**config.mk**
```make
export PLATFORM = sky130hd
export DESIGN_NAME = video_timing_gen
export DESIGN_NICKNAME = d
export VERILOG_FILES = /design/src/rtl/video_timing_gen.sv
export SDC_FILE = /design/constraint.sdc
export NUM_CORES = 1
export LEC_CHECK = 0
export BUFFER_PORTS_ARGS = -buffer_cell sky130_fd_sc_hd__buf_2
export CAP_MARGIN = 0
export CORE_MARGIN = 1
export CORE_UTILIZATION = 53
export DETAILED_ROUTE_END_ITERATION = 7
export PLACE_DENSITY_LB_ADDON = 0.08
export SLEW_MARGIN = 40
export SYNTH_ARGS = -nofsm -noshare
export SYNTH_HDL_FRONTEND = slang
export SYNTH_SLANG_ARGS = --single-unit
export TNS_END_PERCENT = 20
```
**constraint.sdc**
```tcl
create_clock -name vga_clk -period 2.9 [get_ports vga_clk]
set_input_delay 0.58 -clock vga_clk [delete_from_list [all_inputs] [get_ports vga_clk]]
set_output_delay 0.58 -clock vga_clk [all_outputs]
set_load 0.05 [all_outputs]
```
**src/rtl/video_timing_gen.sv**
```systemverilog
// Pixel timing generator: hsync/vsync/de decode, per-pixel requests to a pixel source,
// and a two-stage output pipeline that lines returned colour up with sync and de.
module video_timing_gen #(
    parameter int unsigned H_SYNC   = 96,
    parameter int unsigned H_BP     = 48,
    parameter int unsigned H_ACTIVE = 640,
    parameter int unsigned H_FP     = 16,
    parameter int unsigned V_SYNC   = 2,
    parameter int unsigned V_BP     = 33,
    parameter int unsigned V_ACTIVE = 480,
    parameter int unsigned V_FP     = 10,
    parameter logic        SYNC_POL = 1'b1
) (
    input  logic        vga_clk,
    input  logic        sys_rst_n,
    input  logic        timing_en,
    input  logic [23:0] pix_data,
    output logic        pix_req,
    output logic [9:0]  pix_x,
    output logic [9:0]  pix_y,
    output logic        hsync,
    output logic        vsync,
    output logic        de,
    output logic [7:0]  rgb_r,
    output logic [7:0]  rgb_g,
    output logic [7:0]  rgb_b,
    output logic        frame_start
);

    localparam int unsigned H_TOTAL = H_SYNC + H_BP + H_ACTIVE + H_FP;
    localparam int unsigned V_TOTAL = V_SYNC + V_BP + V_ACTIVE + V_FP;

    localparam logic [11:0] H_SYNC_C  = 12'(H_SYNC);
    localparam logic [11:0] H_ACT_S_C = 12'(H_SYNC + H_BP);
    localparam logic [11:0] H_ACT_E_C = 12'(H_SYNC + H_BP + H_ACTIVE);
    localparam logic [11:0] H_LAST_C  = 12'(H_TOTAL - 1);
    localparam logic [11:0] V_SYNC_C  = 12'(V_SYNC);
    localparam logic [11:0] V_ACT_S_C = 12'(V_SYNC + V_BP);
    localparam logic [11:0] V_ACT_E_C = 12'(V_SYNC + V_BP + V_ACTIVE);
    localparam logic [11:0] V_LAST_C  = 12'(V_TOTAL - 1);

    if (H_ACTIVE > 1024 || V_ACTIVE > 1024) begin : g_chk_active
        $error("video_timing_gen: H_ACTIVE and V_ACTIVE must not exceed 1024");
    end
    if (H_TOTAL > 4095 || V_TOTAL > 4095) begin : g_chk_total
        $error("video_timing_gen: H_TOTAL and V_TOTAL must not exceed 4095");
    end

    logic        en_q;
    logic [11:0] cnt_h_q, cnt_h_d;
    logic [11:0] cnt_v_q, cnt_v_d;

    logic        s1_hs_q, s1_vs_q, s1_de_q, s1_fs_q;
    logic        s2_hs_q, s2_vs_q, s2_de_q, s2_fs_q;
    logic [23:0] rgb_q, rgb_d;

    logic run;
    logic h_act, v_act;
    logic dec_hs, dec_vs, dec_de, dec_fs;

    // en_q delays the first count by one edge so a fresh enable starts at (0,0);
    // gating with timing_en itself makes an abort take effect immediately.
    assign run = timing_en & en_q;

    always_comb begin
        cnt_h_d = cnt_h_q;
        cnt_v_d = cnt_v_q;
        if (!run) begin
            cnt_h_d = '0;
            cnt_v_d = '0;
        end else if (cnt_h_q == H_LAST_C) begin
            cnt_h_d = '0;
            cnt_v_d = (cnt_v_q == V_LAST_C) ? 12'd0 : cnt_v_q + 12'd1;
        end else begin
            cnt_h_d = cnt_h_q + 12'd1;
        end
    end

    always_comb begin
        h_act  = (cnt_h_q >= H_ACT_S_C) && (cnt_h_q < H_ACT_E_C);
        v_act  = (cnt_v_q >= V_ACT_S_C) && (cnt_v_q < V_ACT_E_C);
        dec_hs = run && (cnt_h_q < H_SYNC_C);
        dec_vs = run && (cnt_v_q < V_SYNC_C);
        dec_de = run && h_act && v_act;
        dec_fs = dec_de && (cnt_h_q == H_ACT_S_C) && (cnt_v_q == V_ACT_S_C);
    end

    assign pix_req = dec_de;
    assign pix_x   = dec_de ? 10'(cnt_h_q - H_ACT_S_C) : 10'd0;
    assign pix_y   = dec_de ? 10'(cnt_v_q - V_ACT_S_C) : 10'd0;

    // Source answers one clock after the request, i.e. while stage 1 holds that pixel.
    assign rgb_d = s1_de_q ? pix_data : 24'd0;

    always_ff @(posedge vga_clk or negedge sys_rst_n) begin
        if (!sys_rst_n) begin
            en_q    <= 1'b0;
            cnt_h_q <= '0;
            cnt_v_q <= '0;
            s1_hs_q <= 1'b0;
            s1_vs_q <= 1'b0;
            s1_de_q <= 1'b0;
            s1_fs_q <= 1'b0;
            s2_hs_q <= 1'b0;
            s2_vs_q <= 1'b0;
            s2_de_q <= 1'b0;
            s2_fs_q <= 1'b0;
            rgb_q   <= '0;
        end else begin
            en_q    <= timing_en;
            cnt_h_q <= cnt_h_d;
            cnt_v_q <= cnt_v_d;
            s1_hs_q <= dec_hs;
            s1_vs_q <= dec_vs;
            s1_de_q <= dec_de;
            s1_fs_q <= dec_fs;
            s2_hs_q <= s1_hs_q;
            s2_vs_q <= s1_vs_q;
            s2_de_q <= s1_de_q;
            s2_fs_q <= s1_fs_q;
            rgb_q   <= rgb_d;
        end
    end

    // Sync registers hold "asserted"; polarity is applied on the way out.
    assign hsync       = s2_hs_q ? SYNC_POL : ~SYNC_POL;
    assign vsync       = s2_vs_q ? SYNC_POL : ~SYNC_POL;
    assign de          = s2_de_q;
    assign frame_start = s2_fs_q;
    assign rgb_r       = rgb_q[23:16];
    assign rgb_g       = rgb_q[15:8];
    assign rgb_b       = rgb_q[7:0];

endmodule

```
==> results.py <==
metrics = {
    "synth": {
        "synthCells": 286,
        "synthArstFlopShare": 1.00,
        "synth_seq_cells": 57,
        "synth.cell_area_um2": 2930,
        "synth_seq_area_share": 0.486,
        "synth-main-ff-cell": "dfrtp_1",
        "yosysUniqueCellTypes": 45,
        "syn_area_per_cell_um2": 10.3,
        "synth-edff-count": 0,
        "ys.warnings.count": 0,
        "synthesis.nets": 320,
    },
    "layout": {
        "n_antenna_cell": 0,
        "area_delta_synth_final_pct": 40.6,
        "drive_gt1_frac": 0.428,
        "nNetsFinal": 420,
        "regArea_um2": 1430,
        "fill_cells": 328,
        "stdcell_count": 460,
        "multi_input_area_um2": 1600,
    },
    "floorplanning": {
        "pin_count": 76,
        "fp.dieH_um": 76.4,
        "core-area_um2": 5200,
        "die_w_um": 76.4,
        "rows": 26,
        "die_area_um2": 5840,
        "start_util": 0.564,
    },
    "power": {
        "intPower_mw": 1.25,
        "switchingPower_mw": 0.397,
        "p_per_area_nw_per_um2": 400,
        "swShare": 0.241,
        "clkPwrFrac": 0.446,
        "seqPwrFrac": 0.489,
        "combPwrFrac": 0.065,
        "leakagePower_nw": 1.96,
        "vdd_drop_max_mv": 0.376,
    },
    "global_routing": {
        "grt_pass1_vias": 2486,
        "antenna_found_initial": 0,
        "grt_pass1_wl_mm": 12.0,
        "grt.total_usage": 0.267,
        "grt_overflow": 0,
        "grt_max_degree": 58,
    },
    "place": {
        "post-place-cells": 435,
        "gp_congestion": 0.879,
        "numPortBuffers": 75,
        "dp_hpwl_mm": 5.04,
        "dp_slack_ns": 0.182,
    },
    "route": {
        "drt_first_pass_iters": 4,
        "drc": 0,
        "postRouteAntennaNets": 0,
        "viasPerCell": 5.78,
        "vias": 2659,
        "wire_per_inst_um": 17.8,
        "dr.first_iter.drc_count": 312,
        "wl_mm": 8.18,
    },
    "timing": {
        "drv_slew": 0,
        "fmax_mhz": 330,
        "hold-worst-slack_ns": 0.344,
        "fin_crit_sh": 1.05,
        "relSlewSlack": 0.535,
        "finalSetupViolCount": 12,
        "worst_slew_pin_slew_ns": 0.697,
        "hold_violations": 0,
        "skew_ns": 0.0120,
        "rsz0062_at_grt": "true",
        "setup_tns_ns": -0.492,
        "fin_crit_ns": 3.03,
        "timing.final.ws_setup_ns": -0.131,
    },
    "cts": {
        "clk_path_buf_depth": 2,
        "cts_buffers": 9,
        "cts_tree": "built",
        "clk-insertion-delay-late_ns": 0.34,
        "cts-root-buf": "clkbuf_8",
        "clock-sinks": 57,
        "hold_buffers": 0,
        "cts_htree_levels": 3,
        "cts.clk_slew.worst_paths_ns": 0.07,
    },
    "setup_path": {
        "critPathKind": "register to primary output",
        "reg2reg_slack_ns": 0.77,
        "end_kind": "primary output",
        "start_kind": "register",
        "crit_start": "cnt_h_q[5]$_DFF_PN0_",
        "cp.arrival_ns": 2.45,
        "crit_fanout": 6,
        "r2r_start": "cnt_v_q[0]$_DFFE_PN0P_",
        "worstPathRequired_ns": 2.32,
    },
    "flow_run": {
        "drv_cap": 0,
    },
    "worst_hold_path": {
        "hold_path.startpoint": "s1_vs_q$_DFF_PN0_",
        "min_path_type": "register to register",
    },
    "run_status": {
        "status": "complete, but fails checks",
        "violations": "setup timing",
    },
}
flip-flops by register name (all words and copies together), names as in the netlist:
register	cells
rgb_q	24
cnt_v_q	12
s1_vs_q	1
frame_start	1
s1_fs_q	1
s1_de_q	1
en_q	1
s2_hs_q	1
s2_vs_q	1
s1_hs_q	1
de	1
cnt_h_q	12
cell usage after synthesis, drive strengths merged, types with 2 or more instances:
| cell | n | area share |
|---|---|---|
| nor2b | 3 | 0.0064 |
| and3 | 7 | 0.015 |
| o2bb2ai | 2 | 0.0060 |
| or3 | 2 | 0.0043 |
| nor4 | 24 | 0.065 |
| a31oi | 6 | 0.013 |
| nor3 | 6 | 0.010 |
| o21bai | 2 | 0.0051 |
| o21ai | 7 | 0.012 |
| and2 | 26 | 0.055 |
| or4 | 4 | 0.010 |
| nor4b | 5 | 0.015 |
| nand3 | 8 | 0.014 |
| nand4 | 7 | 0.015 |
| dfrtp | 57 | 0.49 |
| a22oi | 2 | 0.0051 |
| buf | 16 | 0.032 |
| xnor2 | 16 | 0.048 |
| nand2 | 13 | 0.017 |
| xor2 | 3 | 0.0090 |
| clkbuf | 7 | 0.0090 |
| a21oi | 8 | 0.014 |
| nor2 | 16 | 0.020 |
| mux2i | 2 | 0.0068 |
| nand2b | 2 | 0.0043 |
| inv | 11 | 0.014 |
| o211ai | 3 | 0.0094 |
| ha | 7 | 0.030 |
| a31o | 2 | 0.0060 |
logic make-up (layout without fill, tap and decap cells):
group / Yosys count / after routing / synth area share
and+or+nand+nor: 126 / 126 / 0.261
xor gates and xnor gates: 19 / 19 / 0.0567
DFF: 57 / 57 / 0.486
AOI/OAI and AO/OA: 41 / 41 / 0.105
buffers and inverters: 34 / 138 / 0.0546
muxes: 2 / 2 / 0.00682
adders and majority gates: 7 / 7 / 0.0298
what timing repair did:
action / 4_1_cts / 5_1_grt
gates resized for setup: 33 / 41
cloned: 1 / 1
endpoints found under the setup margin: 20 / 21
setup buffers: 4 / 4
pin swaps: 1 / 4
layout by cell type, fill, tap and decap left out, types with 2 or more instances in the layout:
| cell | Yosys | layout |
|---|---|---|
| nand2_1 | 13 | 13 |
| a31o_2 | 2 | 2 |
| and2_1 | 26 | 26 |
| a22oi_1 | 2 | 2 |
| inv_1 | 11 | 9 |
| nand4_1 | 7 | 7 |
| clkinv_2 | 0 | 2 |
| buf_6 | 2 | 8 |
| or4_1 | 4 | 2 |
| nand2b_1 | 2 | 2 |
| nor4_1 | 19 | 8 |
| buf_4 | 0 | 46 |
| nor2b_1 | 3 | 3 |
| nor2_1 | 16 | 15 |
| dfrtp_1 | 57 | 56 |
| o211ai_1 | 2 | 2 |
| buf_2 | 14 | 54 |
| or3_1 | 2 | 2 |
| nand3_1 | 8 | 7 |
| or4_4 | 0 | 2 |
| and3_1 | 7 | 6 |
| a31oi_1 | 6 | 5 |
| clkbuf_8 | 0 | 10 |
| mux2i_1 | 2 | 2 |
| a21oi_1 | 8 | 7 |
| xnor2_1 | 16 | 16 |
| nor4b_2 | 0 | 3 |
| buf_12 | 0 | 2 |
| nor4_4 | 1 | 8 |
| nor4_2 | 4 | 8 |
| o21ai_0 | 7 | 7 |
| xor2_1 | 3 | 3 |
| inv_2 | 0 | 2 |
| nor3_1 | 6 | 5 |
| ha_1 | 7 | 6 |
worst paths after layout:
| check | to | cells past startpoint |
|---|---|---|
| hold / removal | s2_vs_q$_DFF_PN0_ | 0 |
| setup reg to reg | cnt_v_q[4]$_DFFE_PN0P_ | 8 |
| min in group asynchronous | rgb_q[1]$_DFF_PN0_ | 2 |
| setup / recovery | pix_x[6] | 8 |
| max in group asynchronous | cnt_h_q[4]$_DFF_PN0_ | 2 |
| hold reg to reg | s2_vs_q$_DFF_PN0_ | 0 |
routing by layer:
metal	wire length, um	vias up	GRT usage	share of wire
met5	0	-	0	0
met4	331	0	0.140	0.040
met3	442	29	0.0515	0.054
met2	3990	119	0.418	0.49
met1	3410	1286	0.350	0.42
li1	-	1225	-	-
power by group through the flow:
| stage | combinational (mW) | clock, mW | sequential (mW) |
|---|---|---|---|
| final | 0.107 | 0.735 | 0.806 |
| after global routing | 0.117 | 0.788 | 0.806 |
| after CTS | 0.0970 | 0.745 | 0.806 |
| after detailed placement | 0.0908 | 0 | 0.821 |
| after global placement | 0.0903 | 0 | 0.821 |
| after floorplan | 0.0327 | 0 | 0.827 |
worst max-delay path, cell delays in order, from the launching register on:
cell,delay [ns]
dfrtp_1,0.43
inv_2,0.10
ha_4,0.13
nor4b_4,0.26
nand3_2,0.16
o2bb2ai_4,0.24
buf_12,0.18
nor4_2,0.34
buf_4,0.27
layout make-up:
class | instances | area share
clock buffer | 10 | 0.0334
clock inverter | 5 | 0.0137
inverter | 11 | 0.0100
multi-input combinational | 195 | 0.387
sequential | 57 | 0.346
tap | 70 | 0.0212
timing repair buffer | 112 | 0.189
stage by stage:
| step | util | cell area [um2] | power (mW) |
|---|---|---|---|
| 2_1_floorplan | - | 2950 | 0.860 |
| 3_3_place_gp | 0.674 | 3510 | 0.911 |
| 3_5_place_dp | 0.674 | 3510 | 0.912 |
| 4_1_cts | 0.739 | 3850 | 1.65 |
| 5_1_grt | 0.792 | 4120 | 1.71 |
| 6_report | 0.792 | 4120 | 1.65 |
Power figures use the tool's default switching activity.
